`src/rtl/md_pkg.sv`:
```
// Shared particle-simulator definitions: record width, default particle count
// and the unloader FSM state codes.
package md_pkg;

  localparam int PARTICLE_W      = 256;
  localparam int DEF_N_PARTICLES = 300;

  typedef logic [PARTICLE_W-1:0] particle_t;

  localparam logic [1:0] ST_IDLE  = 2'd0;
  localparam logic [1:0] ST_FETCH = 2'd1;
  localparam logic [1:0] ST_DRAIN = 2'd2;
  localparam logic [1:0] ST_DONE  = 2'd3;

endpackage

```
`src/rtl/particle_unloader_if.sv`:
```
// BRAM read port plus the valid/ready output stream of the particle unloader.
interface particle_unloader_if
  import md_pkg::*;
#(
  parameter int DATA_W = PARTICLE_W,
  parameter int ADDR_W = 9
);

  logic              rd_en;
  logic [ADDR_W-1:0] rd_addr;
  logic [DATA_W-1:0] rd_data;
  logic [DATA_W-1:0] data_out;
  logic              data_out_valid;
  logic              data_out_ready;

  modport master (
    output rd_en, rd_addr, data_out, data_out_valid,
    input  rd_data, data_out_ready
  );

  modport slave (
    input  rd_en, rd_addr, data_out, data_out_valid,
    output rd_data, data_out_ready
  );

endinterface

```
`src/rtl/particle_skid_fifo.sv`:
```
// Small synchronous FIFO whose head entry is held in a register, so the output
// never depends combinationally on the push side.
module particle_skid_fifo #(
  parameter  int DEPTH  = 3,
  parameter  int DATA_W = 256,
  localparam int PTR_W  = (DEPTH > 1) ? $clog2(DEPTH) : 1,
  localparam int CNT_W  = $clog2(DEPTH + 1)
) (
  input  logic              clk,
  input  logic              rst_n,
  input  logic              push,
  input  logic [DATA_W-1:0] push_data,
  input  logic              pop,
  output logic [DATA_W-1:0] head,
  output logic              full,
  output logic              empty,
  output logic [CNT_W-1:0]  count
);

  logic [DATA_W-1:0] mem_r [DEPTH];
  logic [DATA_W-1:0] head_r;
  logic [PTR_W-1:0]  rd_ptr_r;
  logic [PTR_W-1:0]  wr_ptr_r;
  logic [PTR_W-1:0]  rd_ptr_nxt_s;
  logic [CNT_W-1:0]  count_r;
  logic              do_push_s;
  logic              do_pop_s;

  function automatic logic [PTR_W-1:0] ptr_inc(input logic [PTR_W-1:0] p);
    if (p == PTR_W'(DEPTH - 1)) begin
      return {PTR_W{1'b0}};
    end else begin
      return p + PTR_W'(1);
    end
  endfunction

  assign do_pop_s  = pop && (count_r != CNT_W'(0));
  assign do_push_s = push && ((count_r != CNT_W'(DEPTH)) || do_pop_s);

  // Read pointer after this cycle's pop, used to preload the head register
  always_comb begin
    rd_ptr_nxt_s = rd_ptr_r;
    if (do_pop_s) begin
      rd_ptr_nxt_s = ptr_inc(rd_ptr_r);
    end else begin
      rd_ptr_nxt_s = rd_ptr_r;
    end
  end

  // Storage array write port
  always_ff @(posedge clk) begin
    if (do_push_s) begin
      mem_r[wr_ptr_r] <= push_data;
    end
  end

  // Pointers, occupancy and head register
  always_ff @(posedge clk or negedge rst_n) begin
    if (!rst_n) begin
      rd_ptr_r <= {PTR_W{1'b0}};
      wr_ptr_r <= {PTR_W{1'b0}};
      count_r  <= {CNT_W{1'b0}};
      head_r   <= {DATA_W{1'b0}};
    end else begin
      if (do_push_s) begin
        wr_ptr_r <= ptr_inc(wr_ptr_r);
      end
      rd_ptr_r <= rd_ptr_nxt_s;
      count_r  <= count_r + CNT_W'(do_push_s) - CNT_W'(do_pop_s);
      // The incoming word becomes the head when nothing older survives this cycle
      if (do_push_s && ((count_r == CNT_W'(0)) || (do_pop_s && (count_r == CNT_W'(1))))) begin
        head_r <= push_data;
      end else if ((count_r > CNT_W'(1)) || ((count_r == CNT_W'(1)) && !do_pop_s)) begin
        head_r <= mem_r[rd_ptr_nxt_s];
      end else begin
        head_r <= head_r;
      end
    end
  end

  assign head  = head_r;
  assign full  = (count_r == CNT_W'(DEPTH));
  assign empty = (count_r == CNT_W'(0));
  assign count = count_r;

endmodule

```
`src/rtl/particle_unloader.sv`:
```
// Walks particle memory 0..N_PARTICLES-1 through a fixed-latency BRAM port and
// streams the records out in order, with credits sized to the read latency.
module particle_unloader
  import md_pkg::*;
#(
  parameter int N_PARTICLES = DEF_N_PARTICLES,
  parameter int DATA_W      = PARTICLE_W,
  parameter int ADDR_W      = 9,
  parameter int RD_LAT      = 2
) (
  input  logic              fast_clk,
  input  logic              reset,
  input  logic              start,
  output logic              busy,
  output logic              done,
  output logic [ADDR_W:0]   elem_count,
  particle_unloader_if.master bus
);

  localparam int DEPTH = RD_LAT + 1;
  localparam int CNT_W = $clog2(DEPTH + 1);

  logic [1:0]        state_r;
  logic [1:0]        state_nxt_s;
  logic [ADDR_W-1:0] addr_r;
  logic [CNT_W-1:0]  in_flight_r;
  logic [RD_LAT-1:0] tag_r;
  logic [ADDR_W:0]   elem_count_r;
  logic              busy_r;
  logic              done_r;

  logic              issue_s;
  logic              push_s;
  logic              pop_s;
  logic              credit_s;
  logic              last_issue_s;
  logic              last_pop_s;
  logic [CNT_W:0]    credit_sum_s;
  logic [CNT_W-1:0]  fifo_count_s;
  logic              fifo_full_s;
  logic              fifo_empty_s;
  logic [DATA_W-1:0] fifo_head_s;

  assign push_s = tag_r[RD_LAT-1];
  assign pop_s  = !fifo_empty_s && bus.data_out_ready;

  // A slot freed by this cycle's pop may be re-issued at once, keeping one record per cycle
  assign credit_sum_s = {1'b0, in_flight_r} + {1'b0, fifo_count_s} - (CNT_W + 1)'(pop_s);
  assign credit_s     = credit_sum_s < (CNT_W + 1)'(DEPTH);
  assign issue_s      = (state_r == ST_FETCH) && credit_s && (!fifo_full_s || pop_s);
  assign last_issue_s = issue_s && (addr_r == ADDR_W'(N_PARTICLES - 1));
  assign last_pop_s   = pop_s && (elem_count_r == (ADDR_W + 1)'(N_PARTICLES - 1));

  // Next-state logic of the unload sequencer
  always_comb begin
    state_nxt_s = state_r;
    case (state_r)
      ST_IDLE: begin
        if (start) state_nxt_s = ST_FETCH;
        else       state_nxt_s = ST_IDLE;
      end
      ST_FETCH: begin
        if (last_issue_s) state_nxt_s = ST_DRAIN;
        else              state_nxt_s = ST_FETCH;
      end
      ST_DRAIN: begin
        if (last_pop_s) state_nxt_s = ST_DONE;
        else            state_nxt_s = ST_DRAIN;
      end
      ST_DONE: begin
        state_nxt_s = ST_IDLE;
      end
      default: begin
        state_nxt_s = ST_IDLE;
      end
    endcase
  end

  // State, address/credit counters, return-tag delay line and status flags
  always_ff @(posedge fast_clk or negedge reset) begin
    if (!reset) begin
      state_r      <= ST_IDLE;
      addr_r       <= {ADDR_W{1'b0}};
      in_flight_r  <= {CNT_W{1'b0}};
      tag_r        <= {RD_LAT{1'b0}};
      elem_count_r <= {(ADDR_W + 1){1'b0}};
      busy_r       <= 1'b0;
      done_r       <= 1'b0;
    end else begin
      state_r <= state_nxt_s;
      tag_r   <= (tag_r << 1'b1) | RD_LAT'(issue_s);
      busy_r  <= (state_nxt_s != ST_IDLE);
      done_r  <= (state_nxt_s == ST_DONE);
      if ((state_r == ST_IDLE) && start) begin
        addr_r       <= {ADDR_W{1'b0}};
        in_flight_r  <= {CNT_W{1'b0}};
        elem_count_r <= {(ADDR_W + 1){1'b0}};
      end else begin
        if (issue_s) begin
          addr_r <= addr_r + ADDR_W'(1);
        end
        in_flight_r <= in_flight_r + CNT_W'(issue_s) - CNT_W'(push_s);
        if (pop_s) begin
          elem_count_r <= elem_count_r + (ADDR_W + 1)'(1);
        end
      end
    end
  end

  particle_skid_fifo #(
    .DEPTH  (DEPTH),
    .DATA_W (DATA_W)
  ) u_fifo (
    .clk       (fast_clk),
    .rst_n     (reset),
    .push      (push_s),
    .push_data (bus.rd_data),
    .pop       (pop_s),
    .head      (fifo_head_s),
    .full      (fifo_full_s),
    .empty     (fifo_empty_s),
    .count     (fifo_count_s)
  );

  assign bus.rd_en          = issue_s;
  assign bus.rd_addr        = addr_r;
  assign bus.data_out       = fifo_head_s;
  assign bus.data_out_valid = !fifo_empty_s;
  assign busy               = busy_r;
  assign done               = done_r;
  assign elem_count         = elem_count_r;

endmodule

```
`src/flat_wrapper.sv`:
```
// flat-port wrapper written by rule: the top's interface ports become plain ports
module particle_unloader_flat import md_pkg::*;
#(
  parameter int N_PARTICLES = DEF_N_PARTICLES,
  parameter int DATA_W      = PARTICLE_W,
  parameter int ADDR_W      = 9,
  parameter int RD_LAT      = 2
)
  (fast_clk, reset, start, busy, done, elem_count, bus_rd_en, bus_rd_addr, bus_data_out, bus_data_out_valid, bus_rd_data, bus_data_out_ready);
  particle_unloader_if #(.DATA_W(DATA_W), .ADDR_W(ADDR_W)) bus_i ();
  input  logic fast_clk;
  input  logic reset;
  input  logic start;
  output logic busy;
  output logic done;
  output logic [ADDR_W:0] elem_count;
  output wire logic [$bits(bus_i.rd_en)-1:0] bus_rd_en;
  output wire logic [$bits(bus_i.rd_addr)-1:0] bus_rd_addr;
  output wire logic [$bits(bus_i.data_out)-1:0] bus_data_out;
  output wire logic [$bits(bus_i.data_out_valid)-1:0] bus_data_out_valid;
  input wire logic [$bits(bus_i.rd_data)-1:0] bus_rd_data;
  input wire logic [$bits(bus_i.data_out_ready)-1:0] bus_data_out_ready;
  assign bus_rd_en = bus_i.rd_en;
  assign bus_rd_addr = bus_i.rd_addr;
  assign bus_data_out = bus_i.data_out;
  assign bus_data_out_valid = bus_i.data_out_valid;
  assign bus_i.rd_data = bus_rd_data;
  assign bus_i.data_out_ready = bus_data_out_ready;
  particle_unloader #(.N_PARTICLES(N_PARTICLES), .DATA_W(DATA_W), .ADDR_W(ADDR_W), .RD_LAT(RD_LAT)) u_core (.fast_clk(fast_clk), .reset(reset), .start(start), .busy(busy), .done(done), .elem_count(elem_count), .bus(bus_i));
endmodule
```
`config.mk`:
```
export PLATFORM = sky130hd
export DESIGN_NAME = particle_unloader_flat
export DESIGN_NICKNAME = d
export VERILOG_FILES = /design/src/rtl/md_pkg.sv /design/src/rtl/particle_unloader_if.sv /design/src/rtl/particle_skid_fifo.sv /design/src/rtl/particle_unloader.sv /design/src/flat_wrapper.sv
export SDC_FILE = /design/constraint.sdc
export NUM_CORES = 1
export LEC_CHECK = 0
export ABC_AREA = 0
export CAP_MARGIN = 20
export CORE_ASPECT_RATIO = 2
export CORE_MARGIN = 2
export CORE_UTILIZATION = 30
export CTS_CLUSTER_SIZE = 10
export DETAILED_ROUTE_END_ITERATION = 12
export HOLD_SLACK_MARGIN = 0.02
export SYNTH_ARGS = -nofsm -noshare
export SYNTH_HDL_FRONTEND = slang
export SYNTH_SLANG_ARGS = --single-unit
```
`constraint.sdc`:
```
create_clock -name fast_clk -period 32.3 [get_ports fast_clk]
set_clock_uncertainty 0.15 [all_clocks]
set_input_delay 3.23 -clock fast_clk [delete_from_list [all_inputs] [get_ports fast_clk]]
set_output_delay 3.23 -clock fast_clk [all_outputs]
set_load 0.05 [all_outputs]
```
* Yosys cells after proc, flatten, opt, wreduce, memory -nomap -nowiden *
Memories as Yosys holds them, arrays and structs flattened.
Cells that the tools add are included.
Widths: inputs -> output; s select.

cells by class
  add/sub/neg operators = 10
  magnitude comparators = 2
  equal/unequal tests = 11
  mux-type cells = 16
  bitwise logic cells = 1
  reductions and logical operators = 25

operators with widths
  cell                   number
  $mux 256               2
  $mux 10                2
  $mux 9                 2
  $eq 2x2->1 const B     6
  $logic_and 1x1->1      11
  $add 10x1->10 const B  1
  $eq 10x9->1 const B    1
  $mux 2                 5
  $reduce_bool 2->1      5
  $add 9x1->9 const B    1
  $eq 9x9->1 const B     1
  $pmux 2 s4             1
  $add 2x1->2            2
  $add 2x1->2 const B    2
  $eq 2x1->1 const B     2
  $logic_not 2->1        2
  $logic_or 1x1->1       4
  $mux 1                 4
  $sub 2x1->2            2
  $add 2x2->3            1
  $logic_not 1->1        3
  $lt 3x2->1 const B     1
  $sub 3x1->3            1
  $gt 2x1->1 const B     1
  2 further kinds        2

storage, ports and cells
  flip-flop bits (word level) = 289
  memory bits (writable) = 768
  input bits = 260
  memories kept = 1

memories
  memory               depth  bits a word  read ports  clocked after memory_dff  write ports  line                      text
  u_core.u_fifo.mem_r  3      256          1           0                         1            particle_skid_fifo.sv:20  logic [DATA_W-1:0] mem_r [DEPTH];

* Longest topological paths before layout *
Gate-level depths: netlist (run 1).

  depth after elaboration = 11
  gate-level depth with buffers = 19

* Modules after synthesis *
A second synthesis (run 1) with hierarchy kept.

second synthesis, totals
  cell total of the unflattened synthesis = 2739
  area, all modules = 41023.1 µm²

by module, submodules not included
  module              instances  cells an instance  area each (µm²)  seq. area each (µm²)
  particle_skid_fifo  1          2596               39544.2          29618.4
  particle_unloader   1          143                1478.9           675.6

* Worst setup path before layout (run 1) *
No wires, ideal clock.

  path kind = in2reg
  from = in bus_data_out_ready
  to = mem u_core.u_fifo.mem_r[1][0], enable pin
  arrival = 22087 ps
  path slack = 8822 ps
  stages = 3
  cells stage by stage = nand3b_1 -> nand2_1 -> nor3b_1

between the ends
  longest elaborated chain between the ends = 6

ends and longest elaborated chain
  item                          line                      text
  start: declaration            flat_wrapper.sv:22        input wire logic [$bits(bus_i.data_out_ready)-1:0] bus_data_out_ready;
  $logic_and 1x1->1             particle_unloader.sv:45   assign pop_s = !fifo_empty_s && bus.data_out_ready;
  $logic_and 1x1->1             particle_skid_fifo.sv:37  assign do_pop_s = pop && (count_r != CNT_W'(0));
  $logic_or 1x1->1              particle_skid_fifo.sv:38  assign do_push_s = push && ((count_r != CNT_W'(DEPTH)) || do_pop_s);
  $logic_and 1x1->1             particle_skid_fifo.sv:38
  $mux 1                        particle_skid_fifo.sv:52  if (do_push_s) begin
  $mux 1 (not written as such)  particle_skid_fifo.sv:53  mem_r[wr_ptr_r] <= push_data;
  end: declaration              particle_skid_fifo.sv:20

Every way passes these cells.

* Worst setup path in the final report (run 1) *
  from = in bus_data_out_ready
  to = out bus_rd_en

between the ends
  longest elaborated chain between the ends = 5

ends and longest elaborated chain
  item                   line                     text
  $logic_and 1x1->1 (*)  particle_unloader.sv:45
  $sub 3x1->3            particle_unloader.sv:48  assign credit_sum_s = {1'b0, in_flight_r} + {1'b0, fifo_count_s} - (CNT_W + 1)'(pop_s);
  $lt 3x2->1             particle_unloader.sv:49  assign credit_s = credit_sum_s < (CNT_W + 1)'(DEPTH);
  $logic_and 1x1->1      particle_unloader.sv:50  assign issue_s = (state_r == ST_FETCH) && credit_s && (!fifo_full_s || pop_s);
  $logic_and 1x1->1 (*)  particle_unloader.sv:50
  end: declaration       flat_wrapper.sv:17       output wire logic [$bits(bus_i.rd_en)-1:0] bus_rd_en;

Every way passes the cells marked *; elsewhere a longest branch is shown, timed or not.

==> flow_summary.json, run 1 <==
{
  "synthArstFlopShare_pct": 27.34,
  "grt_usage_pct": 18.59,
  "vias_per_cell": 5.333,
  "htreeDepth": 3,
  "drive_gt1_share_pct": 13.82,
  "cts_resized": 0,
  "initial_utilization_pct": 30.25,
  "path_class": "in2out",
  "first_pass_iters": 5,
  "portBuffers": 538,
  "dieArea_mm2": 0.1622,
  "crit_fanout": 111,
  "syn_inst": 3813,
  "min_period_ps": 11300,
  "min_path_type": "reg2reg",
  "status": "finished, final reports clean",
  "fp.coreArea_mm2": 0.1575,
  "hold_violations": 0,
  "yosysMostFrequentCell": "nand2_1",
  "slew_headroom_pct": 22.41,
  "fillers": 15090,
  "clkSinkCount": 1057,
  "cts_buffers": 118,
  "vias": 34130,
  "synth_top_cell_by_area": "edfxtp_1",
  "synth_area_mm2": 0.04764,
  "synth_common_cells": "nand2_1, edfxtp_1, dfrtp_1",
  "clock_latency_ps": 700,
  "cp-end-kind": "output port",
  "wl_per_cell_um": 24.30,
  "hpwl_um": 84000,
  "drc": 0,
  "place.gp.congestion": 0.7582,
  "antenna_found_initial": 18,
  "pwr-share-clk_pct": 19.3,
  "power_frac_comb_pct": 48.6,
  "p_per_area_mw_per_mm2": 112.3,
  "worst_pin_slew_ps": 1164,
  "yosys_warnings": 0,
  "synth_top_area_share_pct": 48.41,
  "fmax_mhz": 88.51,
  "final_nets": 4481,
  "syn_avg_cell_area_um2": 12.49,
  "p_int_mw": 3.604,
  "fp.dieH_um": 567.6,
  "ctsHoldBuffers": 0,
  "switching_share_pct": 45.02,
  "critPathLaunchType": "input port",
  "p_switching_mw": 2.950,
  "report.final.slew_viol_count": 0,
  "overflow": 0,
  "grt_pass1_vias": 35940,
  "routed_wirelength_um": 155500,
  "pin_count": 539,
  "hold-worst-slack_ps": 197.2,
  "syn2layout_area_growth_pct": 22.51,
  "tritoncts": "built",
  "cap_violations": 0,
  "ys.flop_type": "edfxtp_1",
  "setup_tns_ps": 0,
  "seqPwrFrac_pct": 32.1,
  "startpoint": "bus_data_out_ready",
  "cts_buffer_depth": 3,
  "rsz0062_at_grt": "no",
  "rows": 206,
  "syn_nets": 4082,
  "rr_startpoint": "u_core.u_fifo.count[1]",
  "clock-root-buffer": "clkbuf_16",
  "p_leak_nw": 19.50,
  "drt-initial-drc-count": 2018,
  "synth_cell_type_count": 48,
  "rrSetupSlack_ps": 27030,
  "grt_max_degree": 147,
  "ys_seq_area_share_pct": 63.59,
  "ir_drop_uv": 125.7,
  "grt_pass1_wl_um": 231600,
  "hold_start": "u_core.tag_r[0]",
  "cts.reportedPaths.clkPinSlew_ps": 60,
  "required_ps": 28920,
  "cts_setup_buffers": 0,
  "ant_nets": 0,
  "setup_violations": 0,
  "finalCritPeriodShare_pct": 34.98,
  "die_x_um": 285.8,
  "synth-seq-cells": 1057,
  "crit_arrival_ps": 7920,
  "synth_edf_count": 768,
  "synth_area_leaders": "edfxtp_1, dfrtp_1, nand2_1, mux2_2, o2bb2ai_1"
}
-- worst max-delay path, stage by stage --
cell,delay [ps]
clkdlybuf4s50_1,590
nand2_8,680
clkinv_8,660
xor2_1,350
ha_1,220
inv_1,80
fa_1,390
o2111ai_1,480
clkinv_1,380
clkdlybuf4s50_1,790
-- worst paths after layout --
kind / to / cells past startpoint
max in group asynchronous: u_core.u_fifo.head[38] / 4
worst max-delay path: bus_rd_en / 10
worst max register to register: u_core.u_fifo.head[24] / 8
min in group asynchronous: u_core.u_fifo.head[136] / 1
worst min register to register: u_core.tag_r[1] / 0
worst min-delay path: u_core.tag_r[1] / 0
-- kinds of logic after synthesis --
family | share of synthesized area, %
AOI/OAI and AO/OA | 19.74
DFF | 63.59
and+or+nand+nor | 6.889
buffers and inverters | 3.049
muxes | 6.072
xor gates and xnor gates | 0.4045
adders and majority gates | 0.2521
-- layout by cell type (no fill, tap or decap), types with 5 or more instances in the layout --
cell type,n
clkbuf_16,119
dfrtp_1,286
o21ai_1,240
edfxtp_1,768
xor2_1,13
inv_6,5
clkbuf_1,87
inv_1,8
buf_12,7
nor2_1,22
o2bb2ai_1,256
a211oi_1,124
a22oi_1,256
and3_1,6
xnor2_1,9
ha_1,8
o21ai_0,273
buf_4,51
diode_2,7
nand2_1,789
a211oi_2,132
clkdlybuf4s50_1,537
mux2_2,256
-- layout make-up --
| type | count | area, um2 | area share [%] |
|---|---|---|---|
| multi-input cells | 2429 | 15980 | 27.38 |
| repair buffers | 596 | 5913 | 10.13 |
| diodes | 7 | 17.52 | 0.03001 |
| clock buffers | 209 | 3346 | 5.732 |
| clock inverters | 12 | 152.6 | 0.2615 |
| inverters | 10 | 50.05 | 0.08575 |
| well taps | 2080 | 2603 | 4.459 |
| flip-flops and latches | 1057 | 30310 | 51.92 |
-- metrics by stage --
stage | setup WS (ps) | util, % | cell area, um2 | total power [mW] | instances
2_1_floorplan | 8822 | - | 47640 | 4.348 | 3813
3_3_place_gp | 20850 | 34.83 | 54850 | 5.288 | 6172
3_5_place_dp | 20920 | 34.83 | 54850 | 5.338 | 6172
4_1_cts | 20920 | 37.05 | 58350 | 6.622 | 6393
5_1_grt | 20650 | 37.06 | 58360 | 6.909 | 6397
6_report | 21000 | 37.06 | 58360 | 6.554 | 6400
-- state kept, by name, indices dropped and copies added (netlist names) --
register	cells
u_core.u_fifo.mem_r	768
u_core.u_fifo.head	256
u_core.elem_count	10
u_core.bus.rd_addr	9
u_core.in_flight_r	2
u_core.state_r	2
u_core.tag_r	2
u_core.u_fifo.count	2
u_core.u_fifo.rd_ptr_r	2
u_core.u_fifo.wr_ptr_r	2
u_core.busy	1
u_core.done	1
-- metal layers --
| metal | part of all wire (%) | wire length, um | vias up | track usage (%) |
|---|---|---|---|---|
| li1 | - | - | 15290 | - |
| met1 | 40 | 61650 | 17350 | 21.88 |
| met2 | 50 | 78360 | 1198 | 32.89 |
| met3 | 7.3 | 11410 | 263 | 4.526 |
| met4 | 2.5 | 3926 | 24 | 6.141 |
| met5 | 0.098 | 153 | - | 0 |
-- power groups by stage --
stage                     logic [mW]  clock network (mW)  registers, mW
after floorplan                 1.56                   0           2.78
final                           3.19                1.26           2.11
after CTS                       3.22                1.30           2.11
after global placement          3.18                   0           2.11
after detailed placement        3.21                   0           2.13
after global routing            3.42                1.34           2.14
Power figures use the tool's default switching activity.
==> run 2, diff against run 1 <==
clock period = 9.12 ns   (was 32.3 ns; I/O delays follow)
==> flow_summary.json, run 2 (synthesis results as in run 1) <==
{
  "power_frac_comb_pct": 48.8,
  "rows": 206,
  "drt-initial-drc-count": 2117,
  "worst_pin_slew_ps": 1063,
  "cts_setup_buffers": 0,
  "crit_chain": "or2_1 -> nand2_8 -> clkinv_8 -> xor2_1 -> ha_1 -> inv_1 -> fa_1 -> o2111ai_1 -> clkinv_1 -> clkdlybuf4s50_1",
  "wl_per_cell_um": 24.35,
  "pwr-share-clk_pct": 18.8,
  "seqPwrFrac_pct": 32.4,
  "setup_tns_ps": 0,
  "ir_drop_uv": 426.9,
  "slew_headroom_pct": 29.12,
  "crit_fanout": 88,
  "routed_wirelength_um": 155600,
  "hold_violations": 0,
  "tritoncts": "built",
  "regMostFlops": "u_core.u_fifo.mem_r",
  "worstRegToRegCells": 15,
  "fp.dieH_um": 567.6,
  "cts.reportedPaths.clkPinSlew_ps": 60,
  "status": "finished, final reports clean",
  "rrSetupSlack_ps": 4310,
  "initial_utilization_pct": 30.25,
  "crit_buf_inv": 4,
  "place.gp.congestion": 0.7558,
  "critPathLaunchType": "flop",
  "switching_share_pct": 45.32,
  "required_ps": 8060,
  "die_x_um": 285.8,
  "min_path_type": "reg2reg",
  "p_int_mw": 12.66,
  "cp_slowest_cell": "clkdlybuf4s50_1",
  "dieArea_mm2": 0.1622,
  "r2r-end": "u_core.in_flight_r[1]",
  "report.final.slew_viol_count": 0,
  "largest_reg_flops": 768,
  "path_class": "reg2out",
  "p_switching_mw": 10.49,
  "overflow": 0,
  "crit_arrival_ps": 5540,
  "hold_end": "u_core.tag_r[1]",
  "grt_pass1_wl_um": 232500,
  "fmax_mhz": 151.5,
  "crit_path_max_incr_delay_ps": 800,
  "dpl_worst_slack_ps": 2472,
  "fillers": 15140,
  "clkSinkCount": 1057,
  "utilization_pct": 37.05,
  "vias_per_cell": 5.375,
  "p_leak_nw": 19.46,
  "p_per_area_mw_per_mm2": 396.8,
  "crit_family": "buffers and inverters",
  "fin_area_mm2": 0.05835,
  "first_pass_iters": 6,
  "layout_common_cells": "nand2_1, edfxtp_1, clkdlybuf4s50_1",
  "drc": 0,
  "post_dp_cell_area_mm2": 0.05493,
  "ant_nets": 0,
  "setup_violations": 0,
  "holdPathStages": 0,
  "final_common_cell": "nand2_1",
  "fp.coreArea_mm2": 0.1575,
  "pin_count": 539,
  "cts_buffer_depth": 3,
  "cts_buffers": 116,
  "hold_start": "u_core.tag_r[0]",
  "htreeDepth": 3,
  "clock_latency_ps": 710,
  "cp-end-kind": "output port",
  "vias": 34350,
  "rr_startpoint": "u_core.u_fifo.count[1]",
  "hpwl_um": 82870,
  "syn2layout_area_growth_pct": 22.48,
  "min_period_ps": 6600,
  "grt_max_degree": 145,
  "power_mw": 23.15,
  "clock-root-buffer": "clkbuf_16",
  "final_nets": 4476,
  "finalCritPeriodShare_pct": 72.37,
  "rsz0062_at_grt": "no",
  "antenna_found_initial": 23,
  "setup_ws_ps": 2520,
  "portBuffers": 538,
  "cap_violations": 0,
  "grt_pass1_vias": 36250,
  "grt_usage_pct": 18.68,
  "drive_gt1_share_pct": 13.62
}
-- run 2: per-layer routing --
layer	up-vias	global-route usage, %	part of all wire (%)
met1	17480	22.49	40
met2	1290	32.51	50
met5	-	0	0.16
met3	270	4.546	7.5
met4	36	6.050	2.7
li1	15280	-	-
-- run 2: timing repair --
| action | CTS | global route |
|---|---|---|
| endpoints found under the hold margin | 32 | 0 |
| hold buffers | 1 | 0 |
| resized for setup | 0 | 0 |
-- run 2: stage by stage --
step                      instances  hold slack, ps
after floorplan                3813           181.2
after global placement         6168           194.3
after detailed placement       6168           208.3
after CTS                      6384           221.6
after global routing           6386           220.7
final                          6391           214.7
-- run 2: layout make-up --
cell class / count / area, um2 / area share (%)
diodes: 7 / 17.52 / 0.03002
clock buffers: 208 / 3288 / 5.635
clock inverters: 7 / 106.4 / 0.1823
inverters: 10 / 50.05 / 0.08578
multi-input cells: 2429 / 16000 / 27.42
flip-flops and latches: 1057 / 30310 / 51.94
well taps: 2080 / 2603 / 4.460
repair buffers: 593 / 5981 / 10.25
-- run 2: worst reg2reg max path, delay by kind of cell, from the launching register on --
family	cells	cell delay, ps
DFF	1	470
and+or+nand+nor	3	1120
AOI/OAI and AO/OA	1	270
xor gates and xnor gates	4	780
buffers and inverters	3	720
adders and majority gates	4	1210
-- run 2: power by group through the flow --
| stage | sequential [mW] | clock [mW] | combinational, mW |
|---|---|---|---|
| floorplan | 9.60 | 0 | 5.54 |
| global placement | 7.52 | 0 | 11.3 |
| detailed placement | 7.59 | 0 | 11.4 |
| CTS | 7.51 | 4.47 | 11.4 |
| global route | 7.64 | 4.64 | 12.1 |
| finish | 7.51 | 4.34 | 11.3 |
-- run 2: how the worst max path moves through the flow --
stage | start | to | slack, ps | cells past startpoint
after floorplan | bus_data_out_ready | u_core.u_fifo.mem_r[0][0] | -2810 | 3
after global placement | bus_data_out_ready | bus_rd_en | 2520 | 10
after detailed placement | bus_data_out_ready | bus_rd_en | 2470 | 10
after CTS | u_core.u_fifo.count[1] | bus_rd_en | 2390 | 10
after global routing | u_core.u_fifo.count[1] | bus_rd_en | 2210 | 10
final | u_core.u_fifo.count[1] | bus_rd_en | 2520 | 10
